--- src/rtl/touch_pkg.sv ---
// Shared types and helpers for the touch point conditioning path.
package touch_pkg;

    typedef enum logic [1:0] {IDLE, PRESS_PEND, PRESSED, REL_PEND} touch_state_t;
    typedef enum logic [1:0] {P, H, R} sample_class_t;

    // Offset subtract (floored at 0), right shift, then clamp to the ceiling.
    function automatic int unsigned cal_axis(input int unsigned raw,
                                             input int unsigned offset,
                                             input int unsigned shift,
                                             input int unsigned max_v);
        int unsigned d;
        int unsigned s;
        d = (raw > offset) ? raw - offset : 0;
        s = d >> shift;
        return (s > max_v) ? max_v : s;
    endfunction

    function automatic sample_class_t classify(input int unsigned z,
                                               input int unsigned z_press,
                                               input int unsigned z_release);
        if (z >= z_press)
            return P;
        else if (z < z_release)
            return R;
        else
            return H;
    endfunction

endpackage

--- src/rtl/moving_average.sv ---
// Box-car average over 2^LOG2 samples with running sum; prefill loads every slot.
module moving_average #(
    parameter int W    = 10,
    parameter int LOG2 = 2
) (
    input  logic         cclk,
    input  logic         rstb,
    input  logic         push,
    input  logic         prefill,
    input  logic [W-1:0] din,
    output logic [W-1:0] avg
);
    localparam int DEPTH = 1 << LOG2;
    localparam int SW    = W + LOG2;
    localparam int PW    = (LOG2 > 0) ? LOG2 : 1;

    logic [W-1:0]  mem_q [DEPTH];
    logic [SW-1:0] sum_q;
    logic [PW-1:0] ptr_q;

    always_ff @(posedge cclk or negedge rstb) begin
        if (!rstb) begin
            for (int i = 0; i < DEPTH; i++) mem_q[i] <= '0;
            sum_q <= '0;
            ptr_q <= '0;
        end else if (prefill) begin
            for (int i = 0; i < DEPTH; i++) mem_q[i] <= din;
            sum_q <= SW'(din) << LOG2;
            ptr_q <= '0;
        end else if (push) begin
            mem_q[ptr_q] <= din;
            sum_q        <= sum_q - SW'(mem_q[ptr_q]) + SW'(din);
            ptr_q        <= (ptr_q == PW'(DEPTH - 1)) ? '0 : ptr_q + PW'(1);
        end
    end

    assign avg = W'(sum_q >> LOG2);

endmodule

--- src/rtl/touch_point_filter.sv ---
// Calibrates, debounces and averages raw touch samples; publishes on frame boundaries.
// state      | meaning
// IDLE       | not touched
// PRESS_PEND | counting consecutive pressed samples
// PRESSED    | touch active, samples feed the average
// REL_PEND   | counting consecutive release samples, still reported as down
module touch_point_filter
    import touch_pkg::*;
#(
    parameter int RAW_W     = 12,
    parameter int OUT_X_W   = 10,
    parameter int OUT_Y_W   = 9,
    parameter int X_OFFSET  = 150,
    parameter int Y_OFFSET  = 300,
    parameter int X_SHIFT   = 2,
    parameter int Y_SHIFT   = 2,
    parameter int X_MAX     = 479,
    parameter int Y_MAX     = 271,
    parameter int Z_PRESS   = 256,
    parameter int Z_RELEASE = 128,
    parameter int DEBOUNCE  = 4,
    parameter int AVG_LOG2  = 2
) (
    input  logic               cclk,
    input  logic               rstb,
    input  logic               sample_valid,
    input  logic [RAW_W-1:0]   raw_x,
    input  logic [RAW_W-1:0]   raw_y,
    input  logic [RAW_W-1:0]   raw_z,
    input  logic               new_frame,
    output logic [OUT_X_W-1:0] touch_x,
    output logic [OUT_Y_W-1:0] touch_y,
    output logic               touch_down,
    output logic               touch_valid,
    output logic               press_event,
    output logic               release_event
);
    localparam int CNT_W = $clog2(DEBOUNCE + 1);

    touch_state_t   state_q, state_d;
    logic [CNT_W-1:0] cnt_q, cnt_d, cnt_inc;
    sample_class_t  cls;
    logic           press_d, release_d, push, prefill, down_now;
    logic [OUT_X_W-1:0] c_x, avg_x;
    logic [OUT_Y_W-1:0] c_y, avg_y;

    assign c_x = OUT_X_W'(cal_axis(32'(raw_x), X_OFFSET, X_SHIFT, X_MAX));
    assign c_y = OUT_Y_W'(cal_axis(32'(raw_y), Y_OFFSET, Y_SHIFT, Y_MAX));
    assign cls = classify(32'(raw_z), Z_PRESS, Z_RELEASE);
    assign cnt_inc = cnt_q + CNT_W'(1);
    assign down_now = (state_q == PRESSED) || (state_q == REL_PEND);

    always_ff @(posedge cclk or negedge rstb) begin
        if (!rstb) begin
            state_q <= IDLE;
            cnt_q   <= '0;
        end else begin
            state_q <= state_d;
            cnt_q   <= cnt_d;
        end
    end

    always_comb begin
        state_d   = state_q;
        cnt_d     = cnt_q;
        press_d   = 1'b0;
        release_d = 1'b0;
        push      = 1'b0;
        prefill   = 1'b0;
        if (sample_valid) begin
            case (state_q)
                IDLE: begin
                    if (cls == P) begin
                        if (DEBOUNCE == 1) begin
                            state_d = PRESSED;
                            cnt_d   = '0;
                            press_d = 1'b1;
                            prefill = 1'b1;
                        end else begin
                            state_d = PRESS_PEND;
                            cnt_d   = CNT_W'(1);
                        end
                    end
                end
                PRESS_PEND: begin
                    if (cls != P) begin
                        state_d = IDLE;
                        cnt_d   = '0;
                    end else if (cnt_inc == CNT_W'(DEBOUNCE)) begin
                        state_d = PRESSED;
                        cnt_d   = '0;
                        press_d = 1'b1;
                        prefill = 1'b1;
                    end else begin
                        cnt_d = cnt_inc;
                    end
                end
                PRESSED: begin
                    if (cls == R) begin
                        if (DEBOUNCE == 1) begin
                            state_d   = IDLE;
                            cnt_d     = '0;
                            release_d = 1'b1;
                        end else begin
                            state_d = REL_PEND;
                            cnt_d   = CNT_W'(1);
                        end
                    end else begin
                        push = 1'b1;
                    end
                end
                REL_PEND: begin
                    if (cls != R) begin
                        state_d = PRESSED;
                        cnt_d   = '0;
                        push    = 1'b1;
                    end else if (cnt_inc == CNT_W'(DEBOUNCE)) begin
                        state_d   = IDLE;
                        cnt_d     = '0;
                        release_d = 1'b1;
                    end else begin
                        cnt_d = cnt_inc;
                    end
                end
                default: begin
                    state_d = IDLE;
                    cnt_d   = '0;
                end
            endcase
        end
    end

    moving_average #(.W(OUT_X_W), .LOG2(AVG_LOG2)) u_avg_x (
        .cclk(cclk), .rstb(rstb), .push(push), .prefill(prefill), .din(c_x), .avg(avg_x)
    );

    moving_average #(.W(OUT_Y_W), .LOG2(AVG_LOG2)) u_avg_y (
        .cclk(cclk), .rstb(rstb), .push(push), .prefill(prefill), .din(c_y), .avg(avg_y)
    );

    // Publish uses pre-edge state and average, so a coincident sample lands next frame.
    always_ff @(posedge cclk or negedge rstb) begin
        if (!rstb) begin
            touch_x       <= '0;
            touch_y       <= '0;
            touch_down    <= 1'b0;
            touch_valid   <= 1'b0;
            press_event   <= 1'b0;
            release_event <= 1'b0;
        end else begin
            press_event   <= press_d;
            release_event <= release_d;
            touch_valid   <= new_frame && down_now;
            if (new_frame) begin
                touch_down <= down_now;
                if (down_now) begin
                    touch_x <= avg_x;
                    touch_y <= avg_y;
                end
            end
        end
    end

endmodule

--- config.mk ---
export PLATFORM = sky130hd
export DESIGN_NAME = touch_point_filter
export DESIGN_NICKNAME = d
export VERILOG_FILES = /design/src/rtl/touch_pkg.sv /design/src/rtl/moving_average.sv /design/src/rtl/touch_point_filter.sv
export SDC_FILE = /design/constraint.sdc
export NUM_CORES = 1
export LEC_CHECK = 0
export BUFFER_PORTS_ARGS = -buffer_cell sky130_fd_sc_hd__buf_2
export CORE_UTILIZATION = 55
export DETAILED_ROUTE_END_ITERATION = 6
export PLACE_DENSITY = 0.79
export SLEW_MARGIN = 20
export SYNTH_ARGS = -nofsm -noshare
export SYNTH_HDL_FRONTEND = slang
export SYNTH_SLANG_ARGS = --single-unit
export TNS_END_PERCENT = 20
--- constraint.sdc ---
create_clock -name cclk -period 3.5 [get_ports cclk]
set_clock_uncertainty 0.15 [all_clocks]
set_input_delay 0.175 -clock cclk [delete_from_list [all_inputs] [get_ports cclk]]
set_output_delay 0.175 -clock cclk [all_outputs]
set_load 0.03 [all_outputs]
==> results of run 1 <==
==> cell usage after synthesis, types with 7 or more instances <==
library cell    n  area, µm²
o21ai_0        62        310
clkbuf_1        8       30.0
inv_1          46        173
a21oi_2         7       61.3
buf_2          13       65.1
nor2b_1        10       62.6
dfrtp_1       131       3280
xnor2_1        17        149
xor2_1          7       61.3
mux2_2         59        664
nand2_1        64        240
a22oi_1        10       75.1
o21a_1          7       52.6
ha_1           35        438
nor2_1         26       97.6
mux4_2         19        428
fa_1           19        380
a21oi_1        28        140
nand3_1        11       55.1
==> per-stage QoR <==
step	hold WS, ns	util, %	cells
global placement	0.111	67.5	1011
floorplan	-0.271	-	682
global route	0.152	76.7	1066
CTS	0.0996	74.4	1057
finish	0.0976	76.7	1066
detailed placement	0.131	67.5	1011
==> timing repair <==
item / CTS / global route
hold buffers: 5 / 0
pin swaps: 34 / 40
gates resized for setup: 41 / 47
hold endpoints to repair: 62 / 0
setup endpoints to repair: 12 / 14
buffers inserted: 10 / 9
==> cell families (layout without fill, tap and decap cells) <==
| kind of cell | Yosys count | in the layout | synth area share [%] |
|---|---|---|---|
| AOI/OAI and AO/OA | 167 | 167 | 14.5 |
| and+or+nand+nor | 153 | 153 | 10.0 |
| buffers and inverters | 74 | 282 | 4.01 |
| xor gates and xnor gates | 24 | 24 | 2.78 |
| other | 1 | 1 | 0.0496 |
| adders and majority gates | 54 | 54 | 10.8 |
| muxes | 78 | 78 | 14.4 |
| DFF | 131 | 131 | 43.4 |
==> state kept, by name, summed over array words and instances, names as in the netlist, 2 cells and up <==
signal         cells
cnt_q              3
state_q            2
touch_x           10
touch_y            9
u_avg_x.mem_q     40
u_avg_x.ptr_q      2
u_avg_x.sum_q     12
u_avg_y.mem_q     36
u_avg_y.ptr_q      2
u_avg_y.sum_q     11
==> final cells by class <==
class | instances | area (µm²) | share of cell area, %
repair buffers | 204 | 1480 | 14.5
well taps | 176 | 220 | 2.15
inverters | 47 | 178 | 1.74
flip-flops and latches | 131 | 3280 | 32.0
multi-input cells | 477 | 4480 | 43.8
clock inverters | 9 | 130 | 1.27
clock buffers | 22 | 464 | 4.53
==> final timing paths <==
| path | to | depth (start not counted) |
|---|---|---|
| worst max register to register | u_avg_x.sum_q[10] | 13 |
| worst min-delay path | release_event | 5 |
| max in group asynchronous | u_avg_y.ptr_q[1] | 3 |
| worst min register to register | u_avg_x.mem_q[10] | 2 |
| min in group asynchronous | touch_x[2] | 2 |
| worst max-delay path | u_avg_x.sum_q[10] | 20 |
==> layer usage <==
metal / track usage, % / up-vias / share of wire, %
li1: - / 2825 / -
met1: 41.9 / 3427 / 36
met2: 57.0 / 611 / 48
met3: 8.05 / 189 / 10
met4: 19.1 / 0 / 6.1
met5: 0 / - / 0
==> worst reg2reg max path: cells and delay by family, from the launching register on <==
kind | cells | cell delay (ns)
AOI/OAI and AO/OA | 5 | 0.94
xor gates and xnor gates | 1 | 0.27
adders and majority gates | 2 | 0.74
buffers and inverters | 3 | 0.47
DFF | 1 | 0.60
muxes | 1 | 0.30
and+or+nand+nor | 1 | 0.09
==> results.cfg, run 1 <==
[run_status]
outcome = finished with violations
violations = design-rule violations, negative setup slack

[clocking]
cts_buffers = 17
cts_tree = built
clkSlewWorstSetupHoldPaths_ns = 0.07
root_buffer = clkbuf_16
clock_path_buffers = 2
clk_latency_ns = 0.43
htree_levels = 4
clock-sinks = 131

[yosys]
synth_edf_count = 0
ys_ff_latch = 131
synth_flop_cell = dfrtp_1
async_flop_share_pct = 100
synth.avg_cell_area_um2 = 11.1
syn_area_mm2 = 0.00756
yosysWarnings = 0
ys_types = 61
ys_seq_area_share_pct = 43.4
syn_nets = 776
netlist_instances = 682

[drt]
vias_per_cell = 6.62
drt_wl_total_um = 25600
drt_first_pass_iters = 7
drt_iter0_drc = 879
drc = 3
ant_nets = 0
num_vias = 7052
wl_per_cell_um = 24.0

[worst_setup_path]
startpoint_type = input port
r2r_start = u_avg_x.ptr_q[1]
path_class = input port to flop
crit_family = compound AO/OA/AOI/OAI gates
cp-end-kind = flop
cp.required_ns = 3.65
crit_buf_inv = 4
path_max_fanout = 4
cp.arrival_ns = 3.95
crit_chain = buf_8 > ha_4 > o21ai_4 > nand2_4 > and2_4 > o22ai_4 > nand2_2 > buf_4 > or4_4 > inv_2 > fa_1 > ha_4 > o21a_4 > buf_4 > nand3_2 > a21oi_2 > a311oi_2 > o21ai_2 > xnor2_2 > o21ai_2
slowest_stage = fa_1
cp-startpoint = raw_x[1]
max_stage_delay_ns = 0.45
ff2ff_setup_slack_ns = -0.19

[hold_path]
hp-class = input port to flop
hp-start = raw_z[8]

[timing]
fin_crit_ns = 3.79
min_period_over_period_pct = 108
hold_viol = 0
worst_slack_ns = -0.294
finalSetupTns_ns = -1.46
finalSetupViolations = 9
fmax_mhz = 264
drv_slew = 0
tightestPinTransition_ns = 0.910
max_slew_margin_pct = 39.2
rsz0062_at_grt = true

[placement]
gp_congestion = 0.917
dpl-instance-area_mm2 = 0.00901
dp_slack_ns = -0.606
dp_hpwl_um = 14300
port_buffers = 55

[floorplanning]
start_util_pct = 56.6
dieArea_mm2 = 0.0142
fp.dieH_um = 119
rows = 42
die_w_um = 119
core_area_mm2 = 0.0133
ios = 63

[finish]
layout_common_cells = buf_4 (140), dfrtp_1 (130), nand2_1 (62)
syn2layout_area_growth_pct = 35.4
n_fill_cell = 747
layout_commonest_cell = buf_4
final_nets = 972
drive_gt1_share_pct = 44.6
n_antenna_cell = 0
design_area_mm2 = 0.0102

[global_route]
overflow = 0
grt_usage_pct = 34.6
grt_max_degree = 76
grt_pass1_wl_um = 37200
antenna_found_initial = 0
first_global_vias = 7081

[flow_run]
max_cap_violations = 0
Power of run 1 is not shown: default switching activity piles up to over one toggle a cycle in this logic, so the estimate is an artifact.
==> run 2, diff against run 1 <==
--- a/config.mk
+++ b/config.mk
@@ -5,10 +5,12 @@
 export SDC_FILE = /design/constraint.sdc
 export NUM_CORES = 1
 export LEC_CHECK = 0
+export ABC_AREA = 1
 export BUFFER_PORTS_ARGS = -buffer_cell sky130_fd_sc_hd__buf_2
 export CORE_UTILIZATION = 55
 export DETAILED_ROUTE_END_ITERATION = 6
 export PLACE_DENSITY = 0.79
+export SETUP_SLACK_MARGIN = 0.3
 export SLEW_MARGIN = 20
 export SYNTH_ARGS = -nofsm -noshare
 export SYNTH_HDL_FRONTEND = slang
==> run 2 against run 1 <==
The run now ends clean. First-iteration DRC count shrank 8.4%. Critical endpoint is now u_avg_y.sum_q[8]. Largest cell class unchanged. Cell count increased by 24%. Register-to-register slack better by 0.60 ns. Core utilization down 6.0 points. Fmax rose by 23%.
==> results.cfg, run 2 <==
[run_status]
outcome = finished, final reports clean

[placement]
dp_hpwl_um = 14300
dpl-instance-area_mm2 = 0.00871
port_buffers = 55
gp_congestion = 0.918

[finish]
syn2layout_area_growth_pct = 24.3
layout_common_cells = nand2_1 (327), dfrtp_1 (130), inv_1 (86)
largest_reg_flops = 40
regMostFlops = u_avg_x.mem_q
final_core_util_pct = 70.7
drive_gt1_share_pct = 23.2
largestRegisters = u_avg_x.mem_q (40), u_avg_y.mem_q (36), u_avg_x.sum_q (12)
regArea_mm2 = 0.00328
n_antenna_cell = 0
design_area_mm2 = 0.00989
layout_commonest_cell = nand2_1
final_nets = 1219
n_fill_cell = 1060
multi_input_area_mm2 = 0.00447

[timing]
fin_crit_ns = 3.09
drv_slew = 0
max_slew_margin_pct = 48.6
finalSetupViolations = 0
rsz0062_at_grt = true
fmax_mhz = 323
min_period_over_period_pct = 88.4
hold_viol = 0
tightestPinTransition_ns = 0.771

[yosys]
ys_seq_area_share_pct = 41.2
yosys.area.top_type = dfrtp_1
yosysWarnings = 0
post-synth-top-count-cell = nand2_1
synthTopCellsByArea = dfrtp_1 (41%), nand2_1 (16%), ha_1 (5.5%), o21ai_0 (5.3%), fa_1 (4.8%)
ys_types = 44
synth.avg_cell_area_um2 = 7.86
syn_nets = 1106
synth_top_cell_area_share_pct = 41.2
ys_ff_latch = 131
synth_common_cells = nand2_1 (344), dfrtp_1 (131), inv_1 (95)
synth_flop_cell = dfrtp_1
async_flop_share_pct = 100
synth_edf_count = 0
syn_area_mm2 = 0.00795
netlist_instances = 1012

[drt]
drt_iter0_drc = 805
drc = 0
drt_first_pass_iters = 6
num_vias = 7388
ant_nets = 0
vias_per_cell = 5.61
drt_wl_total_um = 21600
wl_per_cell_um = 16.4

[global_route]
grt_max_degree = 84
overflow = 0
grt_pass1_wl_um = 34300
antenna_found_initial = 0
grt_usage_pct = 30.1
first_global_vias = 7060

[worst_setup_path]
r2r.worst_path.cells = 15
cp-end-kind = flop
path_class = flop to flop
ff2ff_setup_slack_ns = 0.41
r2r_end = u_avg_y.sum_q[8]
cp.required_ns = 3.66
path_max_fanout = 5
startpoint_type = flop
r2r_start = u_avg_y.ptr_q[0]
cp.arrival_ns = 3.25

[flow_run]
max_cap_violations = 0

[clocking]
cts_buffers = 17
clk_latency_ns = 0.43
clock-sinks = 131
root_buffer = clkbuf_16
htree_levels = 4
clkSlewWorstSetupHoldPaths_ns = 0.06
clock_path_buffers = 2
cts_tree = built

[floorplanning]
dieArea_mm2 = 0.0149
die_w_um = 122
core_area_mm2 = 0.0140
fp.dieH_um = 122
start_util_pct = 56.8
ios = 63
rows = 43

[hold_path]
hp-class = input port to flop
hp-start = raw_z[11]
min_to = release_event
min_path_cells = 6
run 2: cell types whose count changed after synthesis, sizes merged, moves of 19 or more:
cell,previous run,this run
nand2,64,361
mux2,59,0
inv,46,104
nand3,11,55
o21ai,67,102
nor2,29,49
mux4,19,0
run 2: worst max-delay path by stage:
stage	start	endpoint	slack (ns)	cells past startpoint
after global routing	raw_x[1]	u_avg_x.sum_q[8]	0.22	25
after CTS	u_avg_y.ptr_q[1]	u_avg_y.sum_q[4]	0.28	12
after detailed placement	raw_y[2]	u_avg_y.sum_q[4]	-0.08	17
after floorplan	raw_x[1]	u_avg_x.sum_q[7]	0.26	21
final	u_avg_y.ptr_q[0]	u_avg_y.sum_q[8]	0.41	15
after global placement	raw_y[2]	u_avg_y.sum_q[8]	0.05	17
run 2: layout make-up:
class | count | share of cell area [%]
Multi-Input combinational cell | 747 | 45.2
Tap cell | 180 | 2.28
Sequential cell | 131 | 33.2
Timing Repair Buffer | 123 | 8.61
Inverter | 105 | 4.16
Clock buffer | 22 | 4.80
Clock inverter | 9 | 1.78
run 2: what timing repair did:
item / 4_1_cts / 5_1_grt
hold buffers: 4 / 0
pin swaps: 0 / 24
endpoints found under the hold margin: 87 / 0
endpoints found under the setup margin: 4 / 17
gates resized for setup: 3 / 81
setup buffers: 7 / 12
run 2: worst max-delay path, stage by stage (launching register included):
cell        delay (ns)
dfrtp_1           0.43
clkinvlp_4        0.17
o21ai_0           0.27
o22ai_2           0.14
ha_1              0.30
inv_1             0.06
ha_1              0.19
inv_1             0.08
fa_2              0.42
buf_4             0.15
inv_1             0.06
a21oi_1           0.08
o21bai_1          0.20
a21oi_1           0.09
o21ai_1           0.11
nand3_1           0.07
run 2: cell families after synthesis:
kind of cell             count (synthesis)  synth area share [%]
adder cells (fa/ha/maj)                 54                  10.3
AO/OA/AOI/OAI                          185                  13.2
flip-flops                             131                  41.2
buffers and inverters                  134                  6.86
other                                    1                0.0472
multiplexers                             1                 0.283
XOR/XNOR                                15                  1.65
AND/OR/NAND/NOR                        491                  26.4
run 2: layer usage:
metal	vias to the layer above	routed length (µm)	share of wire [%]	track usage, %
met5	-	0	0	0
met4	0	484	2.2	11.6
met3	55	1860	8.6	8.09
met2	332	10100	47	46.3
met1	3493	9180	43	40.7
li1	3508	-	-	-
run 2: per-stage QoR:
step	setup TNS (ns)	hold WS (ns)	cells	worst slack, ns
finish	0	0.0857	1317	0.406
global route	0	0.163	1317	0.219
CTS	0	0.0690	1305	0.283
detailed placement	-0.154	0.137	1263	-0.0763
global placement	0	0.127	1263	0.0471
floorplan	0	-0.271	1012	0.265
Power of run 2 is left out for the same reason.
==> run 3, diff against run 2 <==
--- a/config.mk
+++ b/config.mk
@@ -9,10 +9,10 @@
 export BUFFER_PORTS_ARGS = -buffer_cell sky130_fd_sc_hd__buf_2
 export CORE_UTILIZATION = 55
 export DETAILED_ROUTE_END_ITERATION = 6
-export PLACE_DENSITY = 0.79
+export PLACE_DENSITY = 0.87
 export SETUP_SLACK_MARGIN = 0.3
 export SLEW_MARGIN = 20
 export SYNTH_ARGS = -nofsm -noshare
 export SYNTH_HDL_FRONTEND = slang
 export SYNTH_SLANG_ARGS = --single-unit
-export TNS_END_PERCENT = 20
+export TNS_END_PERCENT = 50
==> run 3 against run 2 <==
Sequential cell count unchanged. Critical path type is now input port to flop. Sequential share of layout area increased by 0.90 points. Worst hold slack improved by 0.0051 ns. Largest cell class unchanged. First-iteration DRC count increased by 20%. Non-clock buffer count decreased by 10. Cell count decreased by 0.91%. Critical endpoint is now u_avg_x.sum_q[6].
==> results.cfg, run 3 (synthesized netlist as in run 2, its figures left out) <==
[run_status]
outcome = finished, final reports clean

[finish]
largestRegisters = u_avg_x.mem_q (40), u_avg_y.mem_q (36), u_avg_x.sum_q (12)
syn2layout_area_growth_pct = 21.1
final_nets = 1209
n_antenna_cell = 0
layout_commonest_cell = nand2_1
layout_common_cells = nand2_1 (331), dfrtp_1 (129), inv_1 (89)
regMostFlops = u_avg_x.mem_q
largest_reg_flops = 40
drive_gt1_share_pct = 21.7
design_area_mm2 = 0.00963
n_fill_cell = 1005

[clocking]
clkSlewWorstSetupHoldPaths_ns = 0.06
cts_tree = built
clock-sinks = 131
clk_latency_ns = 0.43
clock_path_buffers = 2
cts_buffers = 17
htree_levels = 4
root_buffer = clkbuf_16

[placement]
port_buffers = 55
dp_hpwl_um = 14300
gp_congestion = 0.914
dpl-instance-area_mm2 = 0.00867

[global_route]
antenna_found_initial = 0
top_usage_layer = met2
groute.layer.met1.usage_pct = 40.0
met2_usage_pct = 48.2
grt_max_degree = 66
met3_usage_pct = 7.20
grt_usage_pct = 30.4
grt_pass1_wl_um = 34900
first_global_vias = 7237
overflow = 0

[floorplanning]
start_util_pct = 56.8
core_area_mm2 = 0.0140
die_w_um = 122
ios = 63
rows = 43
dieArea_mm2 = 0.0149
fp.dieH_um = 122

[drt]
drt_first_pass_iters = 7
drt_iter0_drc = 964
drc = 0
drt_wl_total_um = 22600
num_vias = 7717
vias_per_cell = 5.91
ant_nets = 0
wl_per_cell_um = 17.3

[timing]
finalSetupViolations = 0
max_slew_margin_pct = 40.7
finalSetupTns_ns = 0
drv_slew = 0
fmax_mhz = 315
hold_viol = 0
min_period_over_period_pct = 90.6
rsz0062_at_grt = true
fin_crit_ns = 3.17
tightestPinTransition_ns = 0.890

[worst_setup_path]
cp-end-kind = flop
path_class = input port to flop
startpoint_type = input port
path_max_fanout = 6
ff2ff_setup_slack_ns = 0.37
cp.arrival_ns = 3.34
cp.required_ns = 3.66

[flow_run]
max_cap_violations = 0

[hold_path]
hp-class = input port to flop
[run 3: cell types whose count changed in the layout (fill, tap and decap cells not counted), sizes merged]
cell      before  now
buf          119  108
clkbuf        22   24
clkinvlp       5    3
bufinv         5    1
inv          100  101
clkinv         4    6
[run 3: repair_timing]
item | 4_1_cts | 5_1_grt
setup endpoints to repair | 14 | 17
resized for setup | 6 | 66
endpoints found under the hold margin | 67 | 0
pin swaps | 0 | 27
buffers inserted | 5 | 9
hold buffers | 4 | 0
[run 3: worst paths after layout]
kind                             startpoint               end  depth (start not counted)
max                                raw_x[1]  u_avg_x.sum_q[6]                         26
max in group asynchronous              rstb        touch_y[7]                          3
min in group asynchronous              rstb     release_event                          2
max reg2reg                u_avg_x.ptr_q[1]  u_avg_x.sum_q[5]                         13
min                               raw_z[11]     release_event                          6
min reg2reg                      touch_y[2]        touch_y[2]                          2
[run 3: worst max-delay path: stages]
cell and delay, ns:
buf_2 0.12, ha_4 0.16, o21ai_2 0.12, nand2_1 0.09, nand2_2 0.13, buf_4 0.12, nand3_1 0.05, nand2_1 0.07
nand2_1 0.09, inv_4 0.12, nand2_4 0.09, nand2_4 0.11, nand2_4 0.07, fa_1 0.56, inv_1 0.07, fa_2 0.35
inv_1 0.10, nand3_1 0.07, nand2_1 0.12, a21oi_2 0.08, nor2_2 0.11, nor2_1 0.05, nand2_1 0.08, o21ai_0 0.09
inv_1 0.07, nand2_1 0.06
[run 3: cell type report]
cell class | instances | area, µm² | area share [%]
clock buffers | 23 | 488 | 5.07
repair buffers | 113 | 737 | 7.65
clock inverters | 6 | 55.1 | 0.572
multi-input cells | 747 | 4440 | 46.1
well taps | 180 | 225 | 2.34
flip-flops and latches | 131 | 3280 | 34.1
inverters | 105 | 408 | 4.24
[run 3: per-layer routing]
metal	vias up	part of all wire [%]
met3	99	9.4
met2	522	47
met1	3617	39
met5	-	0
li1	3479	-
met4	0	3.9
[run 3: through the flow]
stage                     hold slack [ns]  utilization, %  setup slack [ns]  instances
final                              0.0908            68.8             0.328       1305
after global routing                0.132            68.8             0.163       1305
after CTS                          0.0953            66.5             0.335       1296
after detailed placement            0.193            62.0           -0.0368       1258
after global placement              0.188            62.0            0.0210       1258
after floorplan                    -0.271               -             0.265       1012
Power of run 3 is left out for the same reason.
